[src/rtl/ps2_key_event_sequencer.sv]
// -----------------------------------------------------------------------------
// ps2_key_event_sequencer
//
// Turns the raw scancode byte stream of a PS/2 keyboard receiver into clean
// per-key events for four tracked keys: space, enter, one and two.
//
// The byte stream is decoded by a small prefix FSM:
//   IDLE    - waiting for a key code or a prefix byte
//   EXT     - E0 seen; the next key code is an extended one
//   BRK     - F0 seen; the next key code is a release (break)
//   EXT_BRK - E0 F0 seen; the next key code is an extended release
// A prefix state that waits too long for its next byte gives up, returns to
// IDLE and reports a protocol error.
//
// A first-press latch records which tracked key went down first after the
// most recent arm pulse.
//
// Ports
//   CLOCK_50          in   1  system clock, all logic on the rising edge
//   reset             in   1  synchronous, active-high reset
//   received_data     in   8  scancode byte from the PS/2 receiver
//   received_data_en  in   1  strobe: received_data is valid this cycle
//   arm               in   1  pulse: clear and re-enable the first-press latch
//   key_held          out  4  level per key: [0] space [1] enter [2] one [3] two
//   key_press         out  4  one-cycle pulse on a released-to-held transition
//   key_release       out  4  one-cycle pulse on a held-to-released transition
//   first_key         out  2  index of the first key pressed since arm
//   first_valid       out  1  first_key holds a captured value
//   proto_error       out  1  pulse on prefix timeout or error byte (00/FF)
//
// Parameters
//   TIMEOUT_CYCLES    cycles a prefix state may wait for its next byte
// -----------------------------------------------------------------------------
module ps2_key_event_sequencer #(
    parameter int TIMEOUT_CYCLES = 50000
) (
    input  logic       CLOCK_50,
    input  logic       reset,
    input  logic [7:0] received_data,
    input  logic       received_data_en,
    input  logic       arm,
    output logic [3:0] key_held,
    output logic [3:0] key_press,
    output logic [3:0] key_release,
    output logic [1:0] first_key,
    output logic       first_valid,
    output logic       proto_error
);

    // Counter just wide enough to reach TIMEOUT_CYCLES-1.
    localparam int                CNT_W    = $clog2(TIMEOUT_CYCLES + 1);
    localparam logic [CNT_W-1:0]  CNT_LAST = CNT_W'(TIMEOUT_CYCLES - 1);

    // Scancode bytes with special meaning.
    localparam logic [7:0] BYTE_EXT   = 8'hE0;
    localparam logic [7:0] BYTE_BRK   = 8'hF0;
    localparam logic [7:0] BYTE_ERR_0 = 8'h00;
    localparam logic [7:0] BYTE_ERR_1 = 8'hFF;

    // Set-2 make codes of the tracked keys.
    localparam logic [7:0] CODE_SPACE = 8'h29;
    localparam logic [7:0] CODE_ENTER = 8'h5A;
    localparam logic [7:0] CODE_ONE   = 8'h16;
    localparam logic [7:0] CODE_TWO   = 8'h1E;

    typedef enum logic [1:0] {
        IDLE    = 2'd0,
        EXT     = 2'd1,
        BRK     = 2'd2,
        EXT_BRK = 2'd3
    } state_t;

    state_t           state, state_next;
    logic [CNT_W-1:0] timeout_cnt, timeout_cnt_next;
    logic [3:0]       key_held_next;
    logic [3:0]       key_press_next;
    logic [3:0]       key_release_next;
    logic [1:0]       first_key_next;
    logic             first_valid_next;
    logic             proto_error_next;

    // Decode scratch signals for the byte being accepted this cycle.
    logic             is_extended;
    logic             is_break;
    logic             key_hit;
    logic [1:0]       key_idx;

    // Lowest set bit of a key vector; at most one bit is ever set because a
    // single byte can only address a single key.
    function automatic logic [1:0] lowest_index(input logic [3:0] keys);
        logic [1:0] idx;
        idx = 2'd0;
        for (int i = 3; i >= 0; i--) begin
            if (keys[i]) idx = 2'(i);
        end
        return idx;
    endfunction

    // -------------------------------------------------------------------------
    // State register
    // -------------------------------------------------------------------------
    // NOTE: sequential state uses non-blocking assignments so every register
    // samples the pre-edge values of the others, independent of block order.
    always_ff @(posedge CLOCK_50) begin
        if (reset) begin
            state       <= IDLE;
            timeout_cnt <= '0;
            key_held    <= '0;
            key_press   <= '0;
            key_release <= '0;
            first_key   <= '0;
            first_valid <= 1'b0;
            proto_error <= 1'b0;
        end else begin
            state       <= state_next;
            timeout_cnt <= timeout_cnt_next;
            key_held    <= key_held_next;
            key_press   <= key_press_next;
            key_release <= key_release_next;
            first_key   <= first_key_next;
            first_valid <= first_valid_next;
            proto_error <= proto_error_next;
        end
    end

    // -------------------------------------------------------------------------
    // Next-state and output logic
    // -------------------------------------------------------------------------
    always_comb begin
        // NOTE: every signal driven here gets a default first, so no path can
        // leave one unassigned and infer a latch.
        state_next       = state;
        timeout_cnt_next = timeout_cnt;
        key_held_next    = key_held;
        key_press_next   = '0;
        key_release_next = '0;
        first_key_next   = first_key;
        first_valid_next = first_valid;
        proto_error_next = 1'b0;
        is_extended      = (state == EXT) || (state == EXT_BRK);
        is_break         = (state == BRK) || (state == EXT_BRK);
        key_hit          = 1'b0;
        key_idx          = 2'd0;

        if (received_data_en) begin
            // Any accepted byte restarts the prefix timeout.
            timeout_cnt_next = '0;

            case (received_data)
                BYTE_EXT: begin
                    // E0 always (re)starts an extended sequence, even in the
                    // middle of a break sequence.
                    state_next = EXT;
                end

                BYTE_BRK: begin
                    // F0 after a break prefix is redundant and leaves the
                    // state as it is.
                    case (state)
                        IDLE:    state_next = BRK;
                        EXT:     state_next = EXT_BRK;
                        default: state_next = state;
                    endcase
                end

                BYTE_ERR_0, BYTE_ERR_1: begin
                    state_next       = IDLE;
                    proto_error_next = 1'b1;
                end

                default: begin
                    // Any other byte completes a sequence as a key code.
                    state_next = IDLE;

                    if (is_extended) begin
                        // Only keypad enter is tracked among extended keys;
                        // it shares the enter slot with the main enter key.
                        if (received_data == CODE_ENTER) begin
                            key_hit = 1'b1;
                            key_idx = 2'd1;
                        end
                    end else begin
                        case (received_data)
                            CODE_SPACE: begin key_hit = 1'b1; key_idx = 2'd0; end
                            CODE_ENTER: begin key_hit = 1'b1; key_idx = 2'd1; end
                            CODE_ONE:   begin key_hit = 1'b1; key_idx = 2'd2; end
                            CODE_TWO:   begin key_hit = 1'b1; key_idx = 2'd3; end
                            default:    key_hit = 1'b0;
                        endcase
                    end

                    // Only real transitions produce pulses: typematic repeats
                    // of a held key and breaks of a released key are dropped.
                    if (key_hit) begin
                        if (!is_break && !key_held[key_idx]) begin
                            key_held_next[key_idx]  = 1'b1;
                            key_press_next[key_idx] = 1'b1;
                        end else if (is_break && key_held[key_idx]) begin
                            key_held_next[key_idx]    = 1'b0;
                            key_release_next[key_idx] = 1'b1;
                        end
                    end
                end
            endcase
        end else if (state != IDLE) begin
            // A prefix is waiting for its next byte; give up after the budget.
            if (timeout_cnt == CNT_LAST) begin
                state_next       = IDLE;
                timeout_cnt_next = '0;
                proto_error_next = 1'b1;
            end else begin
                timeout_cnt_next = timeout_cnt + 1'b1;
            end
        end else begin
            timeout_cnt_next = '0;
        end

        // First-press latch, driven from the registered press pulse. A press
        // pulse coinciding with arm wins over the clear, so the new key is
        // captured immediately instead of being lost.
        if ((key_press != '0) && (!first_valid || arm)) begin
            first_valid_next = 1'b1;
            first_key_next   = lowest_index(key_press);
        end else if (arm) begin
            first_valid_next = 1'b0;
            first_key_next   = 2'd0;
        end
    end

endmodule

[config.mk]
export PLATFORM = sky130hd
export DESIGN_NAME = ps2_key_event_sequencer
export DESIGN_NICKNAME = d
export VERILOG_FILES = /design/src/rtl/ps2_key_event_sequencer.sv
export SDC_FILE = /design/constraint.sdc
export NUM_CORES = 1
export LEC_CHECK = 0
export ABC_AREA = 1
export CAP_MARGIN = 20
export CORE_MARGIN = 4
export CORE_UTILIZATION = 25
export DETAILED_ROUTE_END_ITERATION = 10
export GPL_TIMING_DRIVEN = 0
export PLACE_DENSITY = 0.45
export REMOVE_ABC_BUFFERS = 1
export SLEW_MARGIN = 0
export SYNTH_ARGS = -nofsm -noshare
export SYNTH_HDL_FRONTEND = slang
export SYNTH_SLANG_ARGS = --single-unit
[constraint.sdc]
create_clock -name CLOCK_50 -period 1.72 [get_ports CLOCK_50]
set_clock_uncertainty 0.1 [all_clocks]
set_input_delay 0.172 -clock CLOCK_50 [delete_from_list [all_inputs] [get_ports CLOCK_50]]
set_output_delay 0.172 -clock CLOCK_50 [all_outputs]
set_load 0.02 [all_outputs]
==> impl_metrics.tcl, run 1 <==
set metrics [dict create \
    status "finished, violations left" \
    violations "setup timing" \
    final_nets 342 \
    period_needed_ns 1.99 \
    synth_warnings 0 \
    floorplan.rows 31 \
    setup_violations 7 \
    multiInputGateArea_sq_um 1120 \
    grtUsageTotal_pct 10.4 \
    rsz0062_at_grt "yes" \
    route.detailed.drc 0 \
    ys_ff_latch 34 \
    antenna_found_initial 0 \
    p_per_area_nw_per_um2 580 \
    area_growth_pct 41.7 \
    wl_per_cell_um 10.2 \
    fin_total_pwr_w 0.00153 \
    numCtsBuffers 5 \
    critPathRequiredTime_ns 1.84 \
    fmax_mhz 501 \
    register_area_sq_um 686 \
    grt_pass1_vias 1717 \
    yosys.cell_types.count 28 \
    ir_drop_uv 269 \
    wl_mm 4.34 \
    die_h_um 94.3 \
    root_buffer "clkbuf_8" \
    critPathKind "reg2reg" \
    cts_tree "built" \
    ff2ff_setup_slack_ns -0.27 \
    viasPerCell 4.22 \
    die_w_um 94.3 \
    mostFrequentLayoutCells "nand2_1, nor2_1, inv_1, dfxtp_1, buf_4" \
    drtPass1Iterations 4 \
    clock_path_buffers 2 \
    antenna_cells 0 \
    grt_pass1_wl_mm 7.38 \
    htreeDepth 2 \
    fin_util_pct 36.3 \
    critPathLaunchType "flop" \
    drv_slew 0 \
    drtIter0Drc 43 \
    synthCells 274 \
    drive_gt1_share_pct 25.9 \
    clkTransAtPathRegs_ns 0.07 \
    timing.final.ws_setup_ns -0.275 \
    hpwl_mm 3.15 \
    portBuffers 27 \
    cp-end-kind "flop" \
    critPathMaxFanout 7 \
    syn_area_sq_um 1860 \
    grt_max_degree 17 \
    core_sq_um 7250 \
    finalHoldViolCount 0 \
    hold_class "reg2reg" \
    insertion_delay_ns 0.29 \
    power_leakage_nw 1.10 \
    antenna_left 0 \
    gp_congestion 0.765 \
    avgSynthCellArea_sq_um 6.79 \
    fin_crit_sh_pct 116 \
    yosys.area.top_type "dfxtp_1" \
    worst_pin_slew_ns 0.395 \
    synth_top_area_share_pct 36.6 \
    tns_ns -1.08 \
    postCtsHoldBufs 0 \
    drv_cap 0 \
    dieArea_sq_um 8890 \
    netlist_top_cells_area "dfxtp_1, nand2_1, nor2_1, inv_1, nand3_1" \
    clock_sinks 34 \
    io_pins 28 \
    layout_commonest_cell "nand2_1" \
    worst_ep_arrival_time_ns 2.12 \
    start_util_pct 25.7 \
    vias 1804 \
    max_slew_margin_pct 73.5 \
    fillers 797 \
    overflow 0 \
    synth-seq-area-share_pct 36.6 \
]
-- critical path, cell delays in order (launching register included) --
cell,delay (ns)
dfxtp_4,0.36
inv_4,0.06
nand3_4,0.11
nor2_4,0.15
inv_2,0.05
o21ai_2,0.13
nor2_2,0.06
ha_1,0.30
inv_2,0.06
nand3_2,0.07
nor2_4,0.20
nand2_2,0.09
nand2_1,0.07
nand2_1,0.04
nor2_1,0.10
-- path summary, 6_finish.rpt --
kind | start | endpoint | cells after the start
worst max-delay path | state[0] | flop | 14
worst min-delay path | timeout_cnt[0] | timeout_cnt[0] | 1
worst max register to register | state[0] | flop | 14
worst min register to register | timeout_cnt[0] | timeout_cnt[0] | 1
-- timing repair --
action | in CTS | in global routing
resized for setup | 49 | 14
endpoints found under the setup margin | 15 | 15
pin swaps | 20 | 15
setup buffers | 18 | 3
-- where the power goes --
group,leakage [nW],internal [W],switching (W)
Sequential,0.275,0.000787,0.000000625
Combinational,0.776,0.0000524,0.0000663
Clock,0.0482,0.000323,0.000299
-- layer usage --
layer	GRT usage (%)	vias to the layer above	routed length, um
met5	0	-	0
met4	4.33	0	87
met3	2.24	7	184
met2	15.8	29	1890
met1	14.1	808	2180
li1	-	960	-
-- area by class of cell --
class,count,area share [%]
Multi-Input combinational cell,191,42.6
Sequential cell,34,26.0
Timing Repair Buffer,48,16.4
Inverter,47,6.79
Tap cell,99,4.70
Clock buffer,7,3.27
Clock inverter,1,0.190
-- synth_stat cells --
cell type	number
a21oi_1	8
a21oi_2	1
a31oi_1	1
and3_1	2
buf_6	1
clkbuf_1	1
dfxtp_1	34
ha_1	3
inv_1	46
inv_2	1
nand2_1	58
nand2_2	6
nand3_1	19
nand3_2	4
nand4_1	7
nand4_4	1
nor2_1	53
nor2_2	2
nor2_4	2
nor3_1	6
nor3b_1	1
nor3b_2	1
nor4_4	2
o21ai_0	3
o21ai_1	2
o22ai_1	1
xnor2_1	2
xor2_1	6
-- cell families after synthesis --
group	count (synthesis)	share of synthesized area [%]
adders and majority gates	3	2.02
DFF	34	36.6
xor gates and xnor gates	8	3.77
AOI/OAI and AO/OA	16	4.64
buffers and inverters	49	10.3
and+or+nand+nor	164	42.7
-- stage by stage --
step	std cells	setup slack, ns	instance area [sq um]	hold slack [ns]
after floorplan	272	-0.158	1850	0.141
after global placement	398	-0.899	2240	0.333
after detailed placement	398	-0.906	2240	0.342
after CTS	424	-0.259	2570	0.359
after global routing	427	-0.439	2640	0.343
final	427	-0.275	2640	0.322
No activity file was read; power rests on OpenSTA's default activity.
==> run 2, diff against run 1 <==
Settings changed: PLACE_DENSITY 0.45 to 0.54.
==> run 2 against run 1 <==
The run still ends with setup timing left. Global-route usage decreased by 0.94 points. Clock-buffer cell count increased by 1. Largest power group unchanged. Worst hold slack improved by 0.018 ns.
==> impl_metrics.tcl, run 2 (synthesis results as in run 1) <==
set metrics [dict create \
    status "finished, violations left" \
    violations "setup timing" \
    floorplan.rows 31 \
    power_leakage_nw 1.13 \
    fillers 796 \
    timing.final.ws_setup_ns -0.255 \
    dieArea_sq_um 8890 \
    dp_slack_ns -0.878 \
    cp-end-kind "flop" \
    start_util_pct 25.7 \
    htreeDepth 2 \
    placed_cells 398 \
    clock_path_buffers 2 \
    antenna_left 0 \
    layout_commonest_cell "nor2_1" \
    mostFrequentLayoutCells "nor2_1, nand2_1, inv_1, dfxtp_1, clkdlybuf4s50_1" \
    overflow 0 \
    drive_gt1_share_pct 27.4 \
    critPathMaxFanout 7 \
    clkTransAtPathRegs_ns 0.07 \
    viasPerCell 4.26 \
    grtUsageTotal_pct 9.44 \
    grt_pass1_wl_mm 6.90 \
    ir_drop_uv 246 \
    numCtsBuffers 5 \
    route.detailed.drc 0 \
    intPower_w 0.00125 \
    final_nets 342 \
    die_h_um 94.3 \
    wl_per_cell_um 9.73 \
    root_buffer "clkbuf_8" \
    die_w_um 94.3 \
    postCtsHoldBufs 0 \
    critPathLaunchType "flop" \
    worst_pin_slew_ns 0.405 \
    critPathRequiredTime_ns 1.84 \
    grt_pass1_vias 1621 \
    grt_max_degree 11 \
    antenna_found_initial 0 \
    switchingPower_w 0.000358 \
    tns_ns -1.38 \
    drtIter0Drc 68 \
    antenna_cells 0 \
    p_per_area_nw_per_um2 599 \
    portBuffers 27 \
    power_frac_seq_pct 49.1 \
    cts_tree "built" \
    switching_share_pct 22.3 \
    final_cell_count_no_fill 427 \
    insertion_delay_ns 0.28 \
    vias 1819 \
    fin_util_pct 36.9 \
    rsz0062_at_grt "yes" \
    pwr-share-comb_pct 7.6 \
    gp_congestion 0.817 \
    io_pins 28 \
    fin_hold_ws_ns 0.340 \
    drv_cap 0 \
    drv_slew 0 \
    finalHoldViolCount 0 \
    clock_sinks 34 \
    fmax_mhz 506 \
    period_needed_ns 1.97 \
    setup_violations 8 \
    fin_crit_sh_pct 115 \
    area_growth_pct 43.8 \
    worst_ep_arrival_time_ns 2.09 \
    hpwl_mm 2.98 \
    drtPass1Iterations 4 \
    core_sq_um 7250 \
    hold_class "in2reg" \
    max_slew_margin_pct 72.8 \
    p_clk_share_pct 43.3 \
    critPathKind "reg2reg" \
    wl_mm 4.15 \
    ff2ff_setup_slack_ns -0.25 \
]
==> run 2: layout make-up <==
cell class                 instances  area (sq um)  area share [%]
sequential                        34           684            25.6
tap                               99           124            4.63
multi-input combinational        191          1130            42.3
timing repair buffer              48           442            16.5
clock buffer                       8           110            4.11
inverter                          47           184            6.87
==> run 2: final timing paths <==
kind / startpoint / endpoint / cells after the start
worst max register to register: state[0] / flop / 14
worst max-delay path: state[0] / flop / 14
worst min-delay path: received_data[5] / key_press[1] / 7
worst min register to register: timeout_cnt[0] / timeout_cnt[0] / 1
==> run 2: worst max-delay path, cell delays in order (launching register included) <==
cell     delay [ns]
dfxtp_4        0.35
inv_4          0.06
nand3_4        0.11
nor2_4         0.17
inv_2          0.05
o21ai_2        0.12
nor2_2         0.07
ha_1           0.28
inv_2          0.06
nand3_2        0.08
nor2_4         0.18
nand3_1        0.09
nand2_1        0.07
inv_1          0.03
nor2_1         0.08
==> run 2: what timing repair did <==
item,CTS,global route
buffers inserted,17,4
pin swaps,20,12
resized for setup,43,34
setup endpoints to repair,13,24
==> run 2: power by group through the flow <==
| stage | logic (W) | registers (W) | clock network, W |
|---|---|---|---|
| 6_report | 0.000121 | 0.000787 | 0.000694 |
| 5_1_grt | 0.000132 | 0.000787 | 0.000750 |
| 4_1_cts | 0.000111 | 0.000787 | 0.000716 |
| 3_5_place_dp | 0.0000913 | 0.000807 | 0 |
| 3_3_place_gp | 0.0000908 | 0.000807 | 0 |
| 2_1_floorplan | 0.0000452 | 0.000809 | 0 |
==> run 2: layer usage <==
layer	global-route usage, %	routed length [um]	up-vias
li1	-	-	961
met1	12.2	2060	827
met2	15.5	1890	25
met3	1.92	137	6
met4	3.25	62	0
met5	0	0	-
==> run 2: through the flow <==
step	instance area [sq um]	power, W
after floorplan	1850	0.000854
after global placement	2240	0.000898
after detailed placement	2240	0.000898
after CTS	2560	0.00161
after global routing	2680	0.00167
final	2680	0.00160
==> run 3, diff against run 2 <==
Settings changed: CORE_MARGIN 4 to default, CTS_CLUSTER_SIZE from default to 14.
==> run 3 against run 2 <==
Largest cell class unchanged. Flip-flop and latch count unchanged. The flow still finishes with violations (setup timing). Register-to-register slack about the same. Power decreased by 5.5%. Sequential power about the same. Via count decreased by 1.2%.
==> impl_metrics.tcl, run 3 (synthesis results as in run 1) <==
set metrics [dict create \
    status "finished, violations left" \
    violations "setup timing" \
    htreeDepth 2 \
    fillers 814 \
    cp-end-kind "flop" \
    insertion_delay_ns 0.29 \
    drv_cap 0 \
    antenna_cells 0 \
    numCtsBuffers 5 \
    drtIter0Drc 90 \
    fin_total_pwr_w 0.00151 \
    drv_slew 0 \
    mostFrequentLayoutCells "nand2_1, nor2_1, inv_1, dfxtp_1, clkdlybuf4s50_1" \
    pwr-share-comb_pct 7.1 \
    p_clk_share_pct 40.9 \
    grt_pass1_vias 1667 \
    dieArea_sq_um 7790 \
    hpwl_mm 2.96 \
    antenna_left 0 \
    period_needed_ns 1.98 \
    worst_ep_arrival_time_ns 2.12 \
    gp_congestion 0.802 \
    finalHoldViolCount 0 \
    drive_gt1_share_pct 27.0 \
    clock_sinks 34 \
    power_leakage_nw 1.11 \
    final_nets 340 \
    vias 1797 \
    power_frac_seq_pct 52.0 \
    critPathMaxFanout 7 \
    grt_max_degree 11 \
    area_growth_pct 40.2 \
    critPathRequiredTime_ns 1.86 \
    worst_pin_slew_ns 0.394 \
    portBuffers 27 \
    final_area_sq_um 2610 \
    intPower_w 0.00115 \
    die_w_um 88.3 \
    fmax_mhz 504 \
    route.met3.wl_um 161 \
    fin_util_pct 36.2 \
    hold_class "reg2reg" \
    switchingPower_w 0.000361 \
    rsz0062_at_grt "yes" \
    root_buffer "clkbuf_8" \
    setup_violations 11 \
    core_sq_um 7210 \
    critPathLaunchType "flop" \
    place_area_sq_um 2240 \
    start_util_pct 25.8 \
    p_per_area_nw_per_um2 580 \
    antenna_found_initial 0 \
    ir_drop_uv 214 \
    clock_path_buffers 2 \
    timing.final.ws_setup_ns -0.264 \
    floorplan.rows 31 \
    drtPass1Iterations 4 \
    dr_wl_met2_mm 1.94 \
    wl_met1_mm 1.96 \
    wl_mm 4.14 \
    grt_pass1_wl_mm 7.11 \
    die_h_um 88.3 \
    io_pins 28 \
    route.detailed.drc 0 \
    critPathKind "reg2reg" \
    fin_hold_ws_ns 0.313 \
    fin_crit_sh_pct 115 \
    layout_commonest_cell "nand2_1" \
    top_layer "met4" \
    wl_per_cell_um 9.74 \
    grtUsageTotal_pct 11.5 \
    placed_cells 398 \
    switching_share_pct 23.9 \
    max_slew_margin_pct 73.5 \
    overflow 0 \
    final_cell_count_no_fill 425 \
    viasPerCell 4.23 \
    cts_tree "built" \
    clkTransAtPathRegs_ns 0.08 \
]
==> run 3: power groups by stage <==
stage                     combinational [W]  clock [W]  sequential, W
after floorplan                   0.0000452          0       0.000809
after global placement            0.0000906          0       0.000807
after detailed placement          0.0000914          0       0.000807
after CTS                          0.000104   0.000634       0.000787
after global routing               0.000120   0.000669       0.000787
final                              0.000107   0.000619       0.000787
==> run 3: timing repair <==
item,in CTS,in global routing
setup buffers,11,9
gates resized for setup,45,30
pin swaps,17,20
hold buffers,0,0
setup endpoints to repair,13,20
==> run 3: final timing paths <==
path	slack (ns)	depth (start not counted)	to	start
setup / recovery	-0.26	14	flop	state[0]
hold / removal	0.31	1	timeout_cnt[0]	timeout_cnt[0]
setup reg to reg	-0.26	14	flop	state[0]
hold reg to reg	0.31	1	timeout_cnt[0]	timeout_cnt[0]
==> run 3: cell type report <==
class                   instances  area [sq um]  area share (%)
clock buffers                   7          86.3            3.31
well taps                      99           124            4.75
flip-flops and latches         34           686            26.3
clock inverters                 1          5.00           0.192
repair buffers                 46           402            15.4
inverters                      47           181            6.95
multi-input cells             191          1120            43.1
==> run 3: per-stage QoR <==
step | setup TNS, ns | setup slack (ns)
2_1_floorplan | -0.649 | -0.158
3_3_place_gp | -8.32 | -0.869
3_5_place_dp | -8.69 | -0.871
4_1_cts | -1.68 | -0.276
5_1_grt | -2.70 | -0.397
6_report | -1.65 | -0.264
==> run 3: worst max-delay path, cell delays in order (launching register included) <==
cell,delay (ns)
dfxtp_4,0.36
inv_4,0.06
nand3_4,0.11
nor2_4,0.13
inv_2,0.05
o21ai_1,0.17
nor2_2,0.06
ha_1,0.28
inv_2,0.06
nand3_2,0.08
nor2_4,0.19
nand3_2,0.09
nand2_1,0.07
inv_1,0.04
nor2_1,0.09
==> run 3: per-layer routing <==
layer / up-vias / global-route usage [%]
met4: 0 / 4.84
met3: 6 / 2.24
met5: - / 0
li1: 954 / -
met1: 803 / 14.7
met2: 34 / 18.9
